<file path="config.mk">
export PLATFORM = sky130hd
export DESIGN_NAME = rxstat_vecdec_flat
export DESIGN_NICKNAME = d
export VERILOG_FILES = /design/src/rtl/rxstat_pkg.sv /design/src/rtl/rxstat_vecdec_if.sv /design/src/rtl/rxstat_lencls.sv /design/src/rtl/rxstat_vecdec.sv /design/src/flat_wrapper.sv
export SDC_FILE = /design/constraint.sdc
export NUM_CORES = 1
export LEC_CHECK = 0
export CORE_ASPECT_RATIO = 0.7
export CORE_MARGIN = 2
export CORE_UTILIZATION = 30
export DETAILED_ROUTE_END_ITERATION = 8
export HOLD_SLACK_MARGIN = 0.02
export SLEW_MARGIN = 20
export SYNTH_ARGS = -nofsm -noshare
export SYNTH_HDL_FRONTEND = slang
export SYNTH_SLANG_ARGS = --single-unit
</file>
<file path="constraint.sdc">
create_clock -name clk -period 2.5 [get_ports clk]
set_clock_uncertainty 0.05 [all_clocks]
set_input_delay 0.375 -clock clk [delete_from_list [all_inputs] [get_ports clk]]
set_output_delay 0.375 -clock clk [all_outputs]
set_load 0.005 [all_outputs]
</file>
<file path="src/rtl/rxstat_pkg.sv">
// Shared constants and the strobe bundle type for the RX statistics vector decoder.
package rxstat_pkg;

    localparam int MAX_FRAME  = 1518;
    localparam int LEN_W      = 14;
    localparam int VLAN_EXTRA = 4;
    localparam int NUM_BINS   = 6;

    localparam int BIN_64   = 0;
    localparam int BIN_127  = 1;
    localparam int BIN_255  = 2;
    localparam int BIN_511  = 3;
    localparam int BIN_1023 = 4;
    localparam int BIN_MAX  = 5;

    localparam int LEN_64   = 64;
    localparam int LEN_127  = 127;
    localparam int LEN_255  = 255;
    localparam int LEN_511  = 511;
    localparam int LEN_1023 = 1023;

    typedef struct packed {
        logic                pkt;
        logic                fcs;
        logic                bca;
        logic                mca;
        logic                xcf;
        logic                und;
        logic                ovr;
        logic                frg;
        logic                jbr;
        logic                drp;
        logic                vlan;
        logic [NUM_BINS-1:0] bin;
        logic                byt;
    } strobe_t;

endpackage

</file>
<file path="src/rtl/rxstat_vecdec_if.sv">
// Status-vector input and increment-strobe output bundle of rxstat_vecdec.
interface rxstat_vecdec_if
    import rxstat_pkg::*;
    ();

    // vec_valid is a one-cycle end-of-frame strobe qualifying all vec_* fields;
    // there is no ready: a vector is accepted on every cycle it is presented.
    logic                stat_en;
    logic                vec_valid;
    logic [LEN_W-1:0]    vec_len;
    logic                vec_crc_err;
    logic                vec_bcast;
    logic                vec_mcast;
    logic                vec_pause;
    logic                vec_vlan;
    logic                vec_trunc;

    logic                inc_pkt, inc_fcs, inc_bca, inc_mca, inc_xcf;
    logic                inc_und, inc_ovr, inc_frg, inc_jbr;
    logic                inc_drp;
    logic                inc_vlan;
    logic [NUM_BINS-1:0] inc_bin;
    logic                inc_byt;
    logic [LEN_W-1:0]    byt_amt;

    modport master (
        output stat_en, vec_valid, vec_len, vec_crc_err, vec_bcast, vec_mcast,
               vec_pause, vec_vlan, vec_trunc,
        input  inc_pkt, inc_fcs, inc_bca, inc_mca, inc_xcf, inc_und, inc_ovr,
               inc_frg, inc_jbr, inc_drp, inc_vlan, inc_bin, inc_byt, byt_amt
    );

    modport slave (
        input  stat_en, vec_valid, vec_len, vec_crc_err, vec_bcast, vec_mcast,
               vec_pause, vec_vlan, vec_trunc,
        output inc_pkt, inc_fcs, inc_bca, inc_mca, inc_xcf, inc_und, inc_ovr,
               inc_frg, inc_jbr, inc_drp, inc_vlan, inc_bin, inc_byt, byt_amt
    );

endinterface

</file>
<file path="src/rtl/rxstat_lencls.sv">
// Combinational frame-length classifier: size bin one-hot plus short/long flags.
// RXSTAT_VLAN_EN raises the length limit by VLAN_EXTRA for tagged frames.
module rxstat_lencls
    import rxstat_pkg::*;
(
    input  logic [LEN_W-1:0]    len,
    input  logic                vlan,
    output logic [NUM_BINS-1:0] bin,
    output logic                is_short,
    output logic                is_long
);

    logic [LEN_W-1:0] lmax;

    always_comb begin
        lmax = LEN_W'(MAX_FRAME);
`ifdef RXSTAT_VLAN_EN
        if (vlan) begin
            lmax = LEN_W'(MAX_FRAME + VLAN_EXTRA);
        end
`endif
        bin = '0;
        // First match wins, so each bin's lower bound is implicit.
        if (len <= LEN_W'(LEN_64)) begin
            bin[BIN_64] = 1'b1;
        end else if (len <= LEN_W'(LEN_127)) begin
            bin[BIN_127] = 1'b1;
        end else if (len <= LEN_W'(LEN_255)) begin
            bin[BIN_255] = 1'b1;
        end else if (len <= LEN_W'(LEN_511)) begin
            bin[BIN_511] = 1'b1;
        end else if (len <= LEN_W'(LEN_1023)) begin
            bin[BIN_1023] = 1'b1;
        end else if (len <= lmax) begin
            bin[BIN_MAX] = 1'b1;
        end
    end

    assign is_short = (len < LEN_W'(LEN_64));
    assign is_long  = (len > lmax);

`ifndef RXSTAT_VLAN_EN
    logic vlan_unused;
    assign vlan_unused = vlan;
`endif

endmodule

</file>
<file path="src/rtl/rxstat_vecdec.sv">
// RX status vector decoder: two-stage pipeline turning end-of-frame vectors into
// counter increment strobes. RXSTAT_VLAN_EN enables VLAN-aware limits and inc_vlan.
module rxstat_vecdec
    import rxstat_pkg::*;
(
    input  logic          clk,
    input  logic          reset,
    rxstat_vecdec_if.slave bus
);

    logic [NUM_BINS-1:0] cls_bin;
    logic                cls_short;
    logic                cls_long;

    rxstat_lencls u_lencls (
        .len      (bus.vec_len),
        .vlan     (bus.vec_vlan),
        .bin      (cls_bin),
        .is_short (cls_short),
        .is_long  (cls_long)
    );

    logic                s1_valid;
    logic [LEN_W-1:0]    s1_len;
    logic                s1_crc, s1_bcast, s1_mcast, s1_pause, s1_trunc;
    logic [NUM_BINS-1:0] s1_bin;
    logic                s1_short, s1_long;
`ifdef RXSTAT_VLAN_EN
    logic                s1_vlan;
`endif

    // Vectors seen with stat_en low are consumed here and never reach stage 2.
    always_ff @(posedge clk) begin
        if (reset) begin
            s1_valid <= 1'b0;
        end else begin
            s1_valid <= bus.vec_valid & bus.stat_en;
        end
    end

    always_ff @(posedge clk) begin
        if (bus.vec_valid) begin
            s1_len   <= bus.vec_len;
            s1_crc   <= bus.vec_crc_err;
            s1_bcast <= bus.vec_bcast;
            s1_mcast <= bus.vec_mcast;
            s1_pause <= bus.vec_pause;
            s1_trunc <= bus.vec_trunc;
            s1_bin   <= cls_bin;
            s1_short <= cls_short;
            s1_long  <= cls_long;
`ifdef RXSTAT_VLAN_EN
            s1_vlan  <= bus.vec_vlan;
`endif
        end
    end

    strobe_t          nxt, st;
    logic [LEN_W-1:0] nxt_amt, amt;
    logic             good;

    assign good = ~s1_crc;

    always_comb begin
        nxt     = '0;
        nxt_amt = '0;
        if (s1_valid) begin
            if (s1_trunc) begin
                nxt.drp = 1'b1;
            end else begin
                nxt.pkt = 1'b1;
                nxt.byt = 1'b1;
                nxt_amt = s1_len;
                nxt.bin = s1_bin;
                nxt.und = good & s1_short;
                nxt.frg = ~good & s1_short;
                nxt.ovr = good & s1_long;
                nxt.jbr = ~good & s1_long;
                nxt.fcs = ~good & ~s1_short & ~s1_long;
                nxt.bca = good & s1_bcast;
                nxt.mca = good & s1_mcast & ~s1_bcast;
                nxt.xcf = good & s1_pause;
`ifdef RXSTAT_VLAN_EN
                nxt.vlan = good & s1_vlan;
`endif
            end
        end
    end

    always_ff @(posedge clk) begin
        if (reset) begin
            st  <= '0;
            amt <= '0;
        end else begin
            st  <= nxt;
            amt <= nxt_amt;
        end
    end

    assign bus.inc_pkt  = st.pkt;
    assign bus.inc_fcs  = st.fcs;
    assign bus.inc_bca  = st.bca;
    assign bus.inc_mca  = st.mca;
    assign bus.inc_xcf  = st.xcf;
    assign bus.inc_und  = st.und;
    assign bus.inc_ovr  = st.ovr;
    assign bus.inc_frg  = st.frg;
    assign bus.inc_jbr  = st.jbr;
    assign bus.inc_drp  = st.drp;
    assign bus.inc_vlan = st.vlan;
    assign bus.inc_bin  = st.bin;
    assign bus.inc_byt  = st.byt;
    assign bus.byt_amt  = amt;

endmodule

</file>
<file path="src/flat_wrapper.sv">
// flat-port wrapper written by rule: the top's interface ports become plain ports
module rxstat_vecdec_flat import rxstat_pkg::*;
  (clk, reset, bus_stat_en, bus_vec_valid, bus_vec_len, bus_vec_crc_err, bus_vec_bcast, bus_vec_mcast, bus_vec_pause, bus_vec_vlan, bus_vec_trunc, bus_inc_pkt, bus_inc_fcs, bus_inc_bca, bus_inc_mca, bus_inc_xcf, bus_inc_und, bus_inc_ovr, bus_inc_frg, bus_inc_jbr, bus_inc_drp, bus_inc_vlan, bus_inc_bin, bus_inc_byt, bus_byt_amt);
  rxstat_vecdec_if bus_i ();
  input  logic clk;
  input  logic reset;
  input wire logic [$bits(bus_i.stat_en)-1:0] bus_stat_en;
  input wire logic [$bits(bus_i.vec_valid)-1:0] bus_vec_valid;
  input wire logic [$bits(bus_i.vec_len)-1:0] bus_vec_len;
  input wire logic [$bits(bus_i.vec_crc_err)-1:0] bus_vec_crc_err;
  input wire logic [$bits(bus_i.vec_bcast)-1:0] bus_vec_bcast;
  input wire logic [$bits(bus_i.vec_mcast)-1:0] bus_vec_mcast;
  input wire logic [$bits(bus_i.vec_pause)-1:0] bus_vec_pause;
  input wire logic [$bits(bus_i.vec_vlan)-1:0] bus_vec_vlan;
  input wire logic [$bits(bus_i.vec_trunc)-1:0] bus_vec_trunc;
  output wire logic [$bits(bus_i.inc_pkt)-1:0] bus_inc_pkt;
  output wire logic [$bits(bus_i.inc_fcs)-1:0] bus_inc_fcs;
  output wire logic [$bits(bus_i.inc_bca)-1:0] bus_inc_bca;
  output wire logic [$bits(bus_i.inc_mca)-1:0] bus_inc_mca;
  output wire logic [$bits(bus_i.inc_xcf)-1:0] bus_inc_xcf;
  output wire logic [$bits(bus_i.inc_und)-1:0] bus_inc_und;
  output wire logic [$bits(bus_i.inc_ovr)-1:0] bus_inc_ovr;
  output wire logic [$bits(bus_i.inc_frg)-1:0] bus_inc_frg;
  output wire logic [$bits(bus_i.inc_jbr)-1:0] bus_inc_jbr;
  output wire logic [$bits(bus_i.inc_drp)-1:0] bus_inc_drp;
  output wire logic [$bits(bus_i.inc_vlan)-1:0] bus_inc_vlan;
  output wire logic [$bits(bus_i.inc_bin)-1:0] bus_inc_bin;
  output wire logic [$bits(bus_i.inc_byt)-1:0] bus_inc_byt;
  output wire logic [$bits(bus_i.byt_amt)-1:0] bus_byt_amt;
  assign bus_i.stat_en = bus_stat_en;
  assign bus_i.vec_valid = bus_vec_valid;
  assign bus_i.vec_len = bus_vec_len;
  assign bus_i.vec_crc_err = bus_vec_crc_err;
  assign bus_i.vec_bcast = bus_vec_bcast;
  assign bus_i.vec_mcast = bus_vec_mcast;
  assign bus_i.vec_pause = bus_vec_pause;
  assign bus_i.vec_vlan = bus_vec_vlan;
  assign bus_i.vec_trunc = bus_vec_trunc;
  assign bus_inc_pkt = bus_i.inc_pkt;
  assign bus_inc_fcs = bus_i.inc_fcs;
  assign bus_inc_bca = bus_i.inc_bca;
  assign bus_inc_mca = bus_i.inc_mca;
  assign bus_inc_xcf = bus_i.inc_xcf;
  assign bus_inc_und = bus_i.inc_und;
  assign bus_inc_ovr = bus_i.inc_ovr;
  assign bus_inc_frg = bus_i.inc_frg;
  assign bus_inc_jbr = bus_i.inc_jbr;
  assign bus_inc_drp = bus_i.inc_drp;
  assign bus_inc_vlan = bus_i.inc_vlan;
  assign bus_inc_bin = bus_i.inc_bin;
  assign bus_inc_byt = bus_i.inc_byt;
  assign bus_byt_amt = bus_i.byt_amt;
  rxstat_vecdec u_core (.clk(clk), .reset(reset), .bus(bus_i));
endmodule
</file>
# Word-level counts from Yosys, hierarchy flattened

Index checks and enable logic that the tools add are counted.

Bitwise operators: 16
Order comparisons: 8
Mux-type cells: 9
Reductions and logical operators: 6

Operators by type and width:

| cell                                                                                | count |
|---|---|
| 14-bit by 7-bit less-or-equal comparator with 1-bit output (second input constant)  | 2 |
| 14-bit by 11-bit > comparator with 1-bit output (second input constant)             | 1 |
| 14-bit by 10-bit less-or-equal comparator with 1-bit output (second input constant) | 1 |
| 14-bit by 11-bit less-or-equal comparator with 1-bit output (second input constant) | 1 |
| 14-bit by 8-bit less-or-equal comparator with 1-bit output (second input constant)  | 1 |
| 14-bit by 9-bit less-or-equal comparator with 1-bit output (second input constant)  | 1 |
| 14-bit by 7-bit < comparator with 1-bit output (second input constant)              | 1 |
| 1-bit bitwise AND                                                                   | 11 |
| 9-bit 2-to-1 mux                                                                    | 1 |
| 1-bit 2-to-1 mux                                                                    | 7 |
| 7-bit 2-to-1 mux                                                                    | 1 |
| 3-bit OR reduction                                                                  | 2 |
| 1-bit NOT                                                                           | 5 |
| 5-bit OR reduction                                                                  | 1 |
| 2-bit OR reduction                                                                  | 2 |
| 4-bit OR reduction                                                                  | 1 |

Output and inout bits: 32
Bits in registers: 59
Word-level logic and storage cells: 67
Input port bits: 24

# Depth between registers and ports, before layout

Gate-level depths: netlist (run 1).

Depth after elaboration: 4
Gate-level depth with buffers: 3
Gate-level depth less buffers: 3

# By module

A second synthesis (run 1) with hierarchy kept.

Cells, all modules: 123
Area, all modules: 1,885.6 um^2

By module, submodules not included:

| module        | cells each | times used | area each (um^2) | seq. area each (um^2) |
|---|---|---|---|---|
| rxstat_vecdec | 97         | 1          | 1,706.6          | 1,431.4 |
| rxstat_lencls | 26         | 1          | 178.9            | 0.0 |

# Least setup slack after synthesis (run 1)

Ideal clock, no wire load.

Path type: input -> register
From: in bus_vec_len[12]
To: reg u_core.s1_bin[1] (data pin)
Slack: 0.814 ns
Data required time: 2.301 ns
Buffers on the path: 0
Arrival: 1.487 ns
Stages on the path: 3
Setup time: 0.149 ns
Path through: or4_4 -> or4_4 -> nor3b_2

Word-level cells in the longest chain between the ends: 2
Elaborated cells on any way between the ends: 3
Classes of those cells: order compare (2); mux (1)

Ends and longest elaborated chain:

| item                                                       | RTL line            | source |
|---|---|---|
| from (decl)                                                | flat_wrapper.sv:9   | `input wire logic [$bits(bus_i.vec_len)-1:0] bus_vec_len;` |
| 14-bit by 7-bit less-or-equal comparator with 1-bit output | rxstat_lencls.sv:26 | `end else if (len <= LEN_W'(LEN_127)) begin` |
| 1-bit 2-to-1 mux                                           | rxstat_lencls.sv:26 |  |
| to (signal assigned)                                       | rxstat_vecdec.sv:49 | `s1_bin <= cls_bin;` |
| to (decl)                                                  | rxstat_vecdec.sv:26 | `logic [NUM_BINS-1:0] s1_bin;` |

Parallel ways exist; a longest one is shown, timed or not.
A chain may end at the register's enable or synchronous reset.

# Final worst setup path (run 1)

Same ends and word-level chain as after synthesis.

==> results of run 1 <==
power by group:
| group | internal, mW | leakage [nW] | switching (mW) |
|---|---|---|---|
| Sequential | 1.03 | 0.513 | 0.00998 |
| Clock | 0.374 | 0.0794 | 0.307 |
| Combinational | 0.0499 | 0.378 | 0.0335 |
| Total | 1.46 | 0.970 | 0.351 |
state kept, by name, indices dropped and copies added, names as in the netlist, 6 cells and up:
signal / cells
u_core.s1_bin: 6
u_core.bus.byt_amt: 14
u_core.s1_len: 14
u_core.bus.inc_bin: 6
area by class of cell:
type | count | area, um^2 | share of cell area
clock buffer | 13 | 149 | 0.0573
clock inverter | 1 | 5.00 | 0.00192
inverter | 3 | 11.3 | 0.00433
multi-input combinational | 55 | 364 | 0.140
sequential | 58 | 1430 | 0.551
tap | 75 | 93.8 | 0.0361
timing repair buffer | 55 | 546 | 0.210
final timing paths:
check | cells past startpoint | slack, ns | endpoint
setup / recovery | 4 | 0.61 | u_core.s1_bin[1]
hold / removal | 1 | 0.39 | u_core.bus.byt_amt[1]
setup reg to reg | 3 | 1.32 | u_core.bus.inc_mca
hold reg to reg | 1 | 0.39 | u_core.bus.byt_amt[1]
metrics by stage:
step / util / cells / cell area [um^2]
3_5_place_dp: 0.423 / 246 / 2450
5_1_grt: 0.449 / 260 / 2600
3_3_place_gp: 0.423 / 246 / 2450
6_report: 0.449 / 260 / 2600
2_1_floorplan: - / 120 / 1820
4_1_cts: 0.449 / 260 / 2600
routing by layer:
metal	part of all wire	up-vias	GRT usage
met1	0.42	484	0.113
met4	0.027	0	0.0720
met2	0.48	32	0.175
met3	0.074	9	0.0585
li1	-	534	-
met5	0	-	0
cell families (layout without fill, tap and decap cells):
kind of cell / Yosys count / count (layout)
AO/OA/AOI/OAI: 5 / 5
other: 1 / 1
AND/OR/NAND/NOR: 49 / 49
flip-flops: 58 / 58
buffers and inverters: 7 / 72
worst max-delay path: stages:
cell and delay (ns):
clkdlybuf4s50_1 0.44, or4_4 0.57, or4_4 0.46, nor3b_2 0.16
cells in the final DEF (no fill, tap or decap):
master and instances:
a211oi_1 1, a21oi_1 1, a31o_2 3, and2_1 24
and2b_2 1, and3_1 4, and3b_1 2, buf_4 2
clkbuf_1 3, clkbuf_8 10, clkdlybuf4s50_1 53, clkinv_2 1
conb_1 1, dfxtp_1 31, edfxtp_1 27, inv_1 3
nand2_1 3, nand4_1 1, nor2_1 4, nor2b_1 2
nor3_1 1, nor3b_2 2, nor4_1 1, nor4b_1 1
or3_2 1, or4_4 2
==> metrics.md, run 1 <==
| Metric | Value |
|---|---|
| ANT cells | 0 |
| Asr flop ratio synth | 0 |
| Skew-Pair Late Insertion Delay | approximately 0.33 ns |
| Final WL | approximately 3.2 mm |
| # setup viols final | 0 |
| Sink Count | between 50 and 60 |
| LEAKAGE | 0.970 nW |
| Status | finished, final reports clean |
| Setup TNS | 0 ns |
| Die height | 69.2 um |
| Power per cell area | 696 nW/um^2 |
| Compound-Gate Fraction of Synth Area | 0.0213 |
| GRT overflow | 0 |
| Unrepaired setup endpoints after global routing | false |
| Most common cell in the netlist | dfxtp_1 |
| Drt drc | 0 |
| Adder-cell share of the synthesized area | 0 |
| Buffers on Ports | 53 |
| Core box area | ~5800 um^2 |
| Fin crit period | 1.89 ns |
| Post-synthesis cell area | between 1500 and 2000 um^2 |
| Worst endpoint data arrival time | about 2 ns |
| Rows | 23 |
| Synth Flop Type | dfxtp_1 |
| Multiplexer share of the synthesized area | 0 |
| Ratio of cells with drive above 1 in the final layout | 0.119 |
| Synth top area share | 0.444 |
| Clock Tree Buf Depth | 2 |
| Pin count of the biggest net entering global routing | 29 |
| Yosys reg bits | 58 |
| Largest cells by area after synthesis | edfxtp_1 (44%), dfxtp_1 (34%), and2_1 (8.2%) |
| Die Wd | 97.2 um |
| Cts repair resizes | 0 |
| Largest family of logic cells by synthesized area | simple AND/OR/NAND/NOR gates |
| Hold_buf cts | 0 |
| Root Buffer | clkbuf_8 |
| Die ar. | roughly 6700 um^2 |
| Post-Syn Instances | 120 |
| Count of different cell masters after synthesis | 24 |
| Crit. Startpoint | bus_vec_len[12] |
| Register area share after synthesis | 0.785 |
| GRT Util Overall | 0.110 |
| Vias in the first global route | 1069 |
| Hold Path Class | reg2reg |
| Initial antenna violation count | 0 |
| Final worst slack | around 0.61 ns |
| Design Power | 1.81 mW |
| Synth Area in Simple Gates | 0.174 |
| DP HPWL | roughly 2.3 mm |
| CP Max Fanout | 4 |
| R2R Path Start | u_core.s1_trunc |
| I/O Pins | 56 |
| Drt wl/cell | 12.5 um |
| Worst slack, placed | approximately 0.30 ns |
| Post-synthesis average cell area | ~15 um^2 |
| Fin. max-slew vios | 0 |
| Fmax | approximately 530 MHz |
| Post-synth top cells | dfxtp_1 (31), edfxtp_1 (27), and2_1 (24) |
| EDFF count, synth | 27 |
| VDD IR max | ~0.21 mV |
| Via count | around 1.1k |
| Critical path type | in2reg |
| Synth Warn # | 0 |
| Max Cap Viol | 0 |
| GP Congestion | between 0.6 and 0.7 |
| Crit path launch type | input port |
| Period utilization | 0.754 |
| Drt first pass iters | 4 |
| First-pass GRT wire length | 5.42 mm |
| Hold Slack | approximately 0.39 ns |
| Remaining antenna violation count after routing | 0 |
| CTS tree | yes |
| Clk pin slew, worst setup/hold paths | roughly 0.060 ns |
| Worst path required time | 2.62 ns |
| Initial core utilization | 0.315 |
| Hold path startpoint | u_core.s1_len[1] |
| Fillcell total | 522 |
| Endpoints failing hold | 0 |
| CP Capture Type | flop |
| Synth area leader | edfxtp_1 |
| Initial DRC count | 8 |
| Xor and xnor area share after synthesis | 0 |
| Post-CTS Setup Repair Bufs | 0 |
| Final net count | slightly above 200 |
| H-tree depth | 3 |
| Syn_nets | approximately 140 |
| Num CTS Buffers | 9 |
| Layout Area Growth over Synthesis | 42.5% |
| Via-per-instance ratio | roughly 4.1 |
No activity file was read; power rests on OpenSTA's default activity.
==> run 2: changes to the inputs <==
==> constraint.sdc (replaced) <==
create_clock -name clk -period 1.6 [get_ports clk]
set_clock_uncertainty 0.05 [all_clocks]
set_input_delay 0.24 -clock clk [delete_from_list [all_inputs] [get_ports clk]]
set_output_delay 0.24 -clock clk [all_outputs]
set_load 0.005 [all_outputs]
==> run 2 against run 1 <==
Effect of this change:
- flip-flop and latch count did not move
- register-to-register slack worse by 0.93 ns
- critical path depth is the same
- utilization up 1.9 points
- non-clock buffer count is 5 higher
==> metrics.md, run 2 (synthesis results as in run 1) <==
| Metric | Value |
|---|---|
| Met2 wire len | approximately 1.6 mm |
| Worst path required time | between 1.5 and 2 ns |
| CTS tree | yes |
| Pin count of the biggest net entering global routing | 29 |
| FF-to-FF path depth | 3 |
| Num CTS Buffers | 9 |
| Final net count | approximately 210 |
| Crit path launch type | input port |
| GRT Util Overall | 0.111 |
| Critical path type | in2reg |
| Unrepaired setup endpoints after global routing | false |
| GRT overflow | 0 |
| # setup viols final | 0 |
| Vias in the first global route | around 1.2k |
| Drt first pass iters | 4 |
| Initial antenna violation count | 0 |
| Period utilization | 0.992 |
| Rows | 23 |
| CP max-delay cell | or4_4 |
| Drt wl/cell | between 10 and 15 um |
| Fmax | between 600 and 700 MHz |
| Die Wd | about 97 um |
| Hold Path Class | in2reg |
| VDD IR max | about 0.34 mV |
| M1 wire length | 1.45 mm |
| Ratio of cells with drive above 1 in the final layout | 0.161 |
| Die ar. | between 6000 and 7000 um^2 |
| CP Max Fanout | 3 |
| Clk pin slew, worst setup/hold paths | roughly 0.060 ns |
| Skew-Pair Late Insertion Delay | roughly 0.32 ns |
| CP Capture Type | flop |
| Via count | between 1k and 1.5k |
| Cell mode on critical path | or4_4 |
| Hold_buf cts | 0 |
| Worst endpoint data arrival time | 1.71 ns |
| Remaining antenna violation count after routing | 0 |
| Drt drc | 0 |
| Via-per-instance ratio | between 4 and 5 |
| Initial DRC count | 30 |
| Most frequent cells in the layout | clkdlybuf4s50_1 (49), dfxtp_1 (31), edfxtp_1 (27) |
| Final WL | between 3 and 4 mm |
| Sink Count | 58 |
| Root Buffer | clkbuf_8 |
| Power per cell area | 1190 nW/um^2 |
| Met3 wire length | between 200 and 250 um |
| Fin crit period | between 1.5 and 2 ns |
| Hold Path Depth | 1 |
| Worst slack, placed | -0.482 ns |
| Max Cap Viol | 0 |
| Fin. max-slew vios | 0 |
| Max layer used | met4 |
| I/O Pins | 56 |
| Initial core utilization | 0.315 |
| Most common cell after layout, fill and taps aside | clkdlybuf4s50_1 |
| GP Congestion | between 0.6 and 0.7 |
| Layout Area Growth over Synthesis | 48.7% |
| First-pass GRT wire length | between 5 and 6 mm |
| Core box area | a little under 6000 um^2 |
| Cell Chain, Critical Path | dlygate4sd2_1 > or4_4 > or4_4 > nor3b_2 |
| Buffers on Ports | 53 |
| Die height | a little under 70 um |
| Hold Slack | about 0.18 ns |
| Crit path largest cell delay | about 0.52 ns |
| LEAKAGE | ~1.0 nW |
| Status | finished, final reports clean |
| DP HPWL | 2.47 mm |
| H-tree depth | 3 |
| ANT cells | 0 |
| Endpoints failing hold | 0 |
| Clock Tree Buf Depth | 2 |
| Final worst slack | ~0.013 ns |
## run 2: cell count changes in the layout (fill, tap and decap cells not counted), sizes merged, moves of 2 or more
cell,delta
clkdlybuf4s50,-4
buf,+5
bufinv,+2
dlygate4sd2,+2
clkdlybuf4s15,+2
clkbuf,-2
## run 2: worst max-delay path: cells and delay by family
kind          cells  cell delay [ns]
buf+inv           1             0.25
simple gates      3             1.22
## run 2: stage by stage
step                      utilization  TNS [ns]  instance area (um^2)  total power [mW]  std cells
after floorplan                     -         0                  1820              1.69        120
after global placement          0.432     -1.85                  2500              1.80        251
after detailed placement        0.432     -1.99                  2500              1.81        251
after CTS                       0.469         0                  2710              3.26        267
after global routing            0.469         0                  2710              3.34        267
final                           0.469         0                  2710              3.21        267
## run 2: final timing paths
kind,from,endpoint,slack [ns]
worst min register to register,u_core.s1_len[8],u_core.bus.byt_amt[8],0.39
worst max-delay path,bus_vec_len[10],u_core.s1_bin[1],0.01
worst min-delay path,bus_vec_len[13],u_core.s1_len[13],0.18
worst max register to register,u_core.s1_trunc,u_core.bus.inc_mca,0.39
## run 2: repair_timing
| action | CTS | global route |
|---|---|---|
| gates resized for setup | 6 | 0 |
| buffers inserted | 0 | 0 |
| endpoints found under the setup margin | 3 | 0 |
## run 2: layout make-up
cell class	count	area [um^2]
Sequential cell	58	1430
Fill cell	511	3070
Inverter	3	11.3
Tap cell	75	93.8
Clock inverter	5	77.6
Clock buffer	11	141
Timing Repair Buffer	60	593
Multi-Input combinational cell	55	364
## run 2: metal layers
metal / vias to the layer above / global-route usage
li1: 549 / -
met1: 516 / 0.115
met2: 35 / 0.181
met3: 8 / 0.0585
met4: 0 / 0.0610
met5: - / 0
## run 2: power by group
| part | switching, mW | internal [mW] | total (mW) |
|---|---|---|---|
| registers | 0.0158 | 1.61 | 1.63 |
| clock network | 0.531 | 0.913 | 1.44 |
| logic | 0.0547 | 0.0850 | 0.140 |
| total | 0.601 | 2.61 | 3.21 |
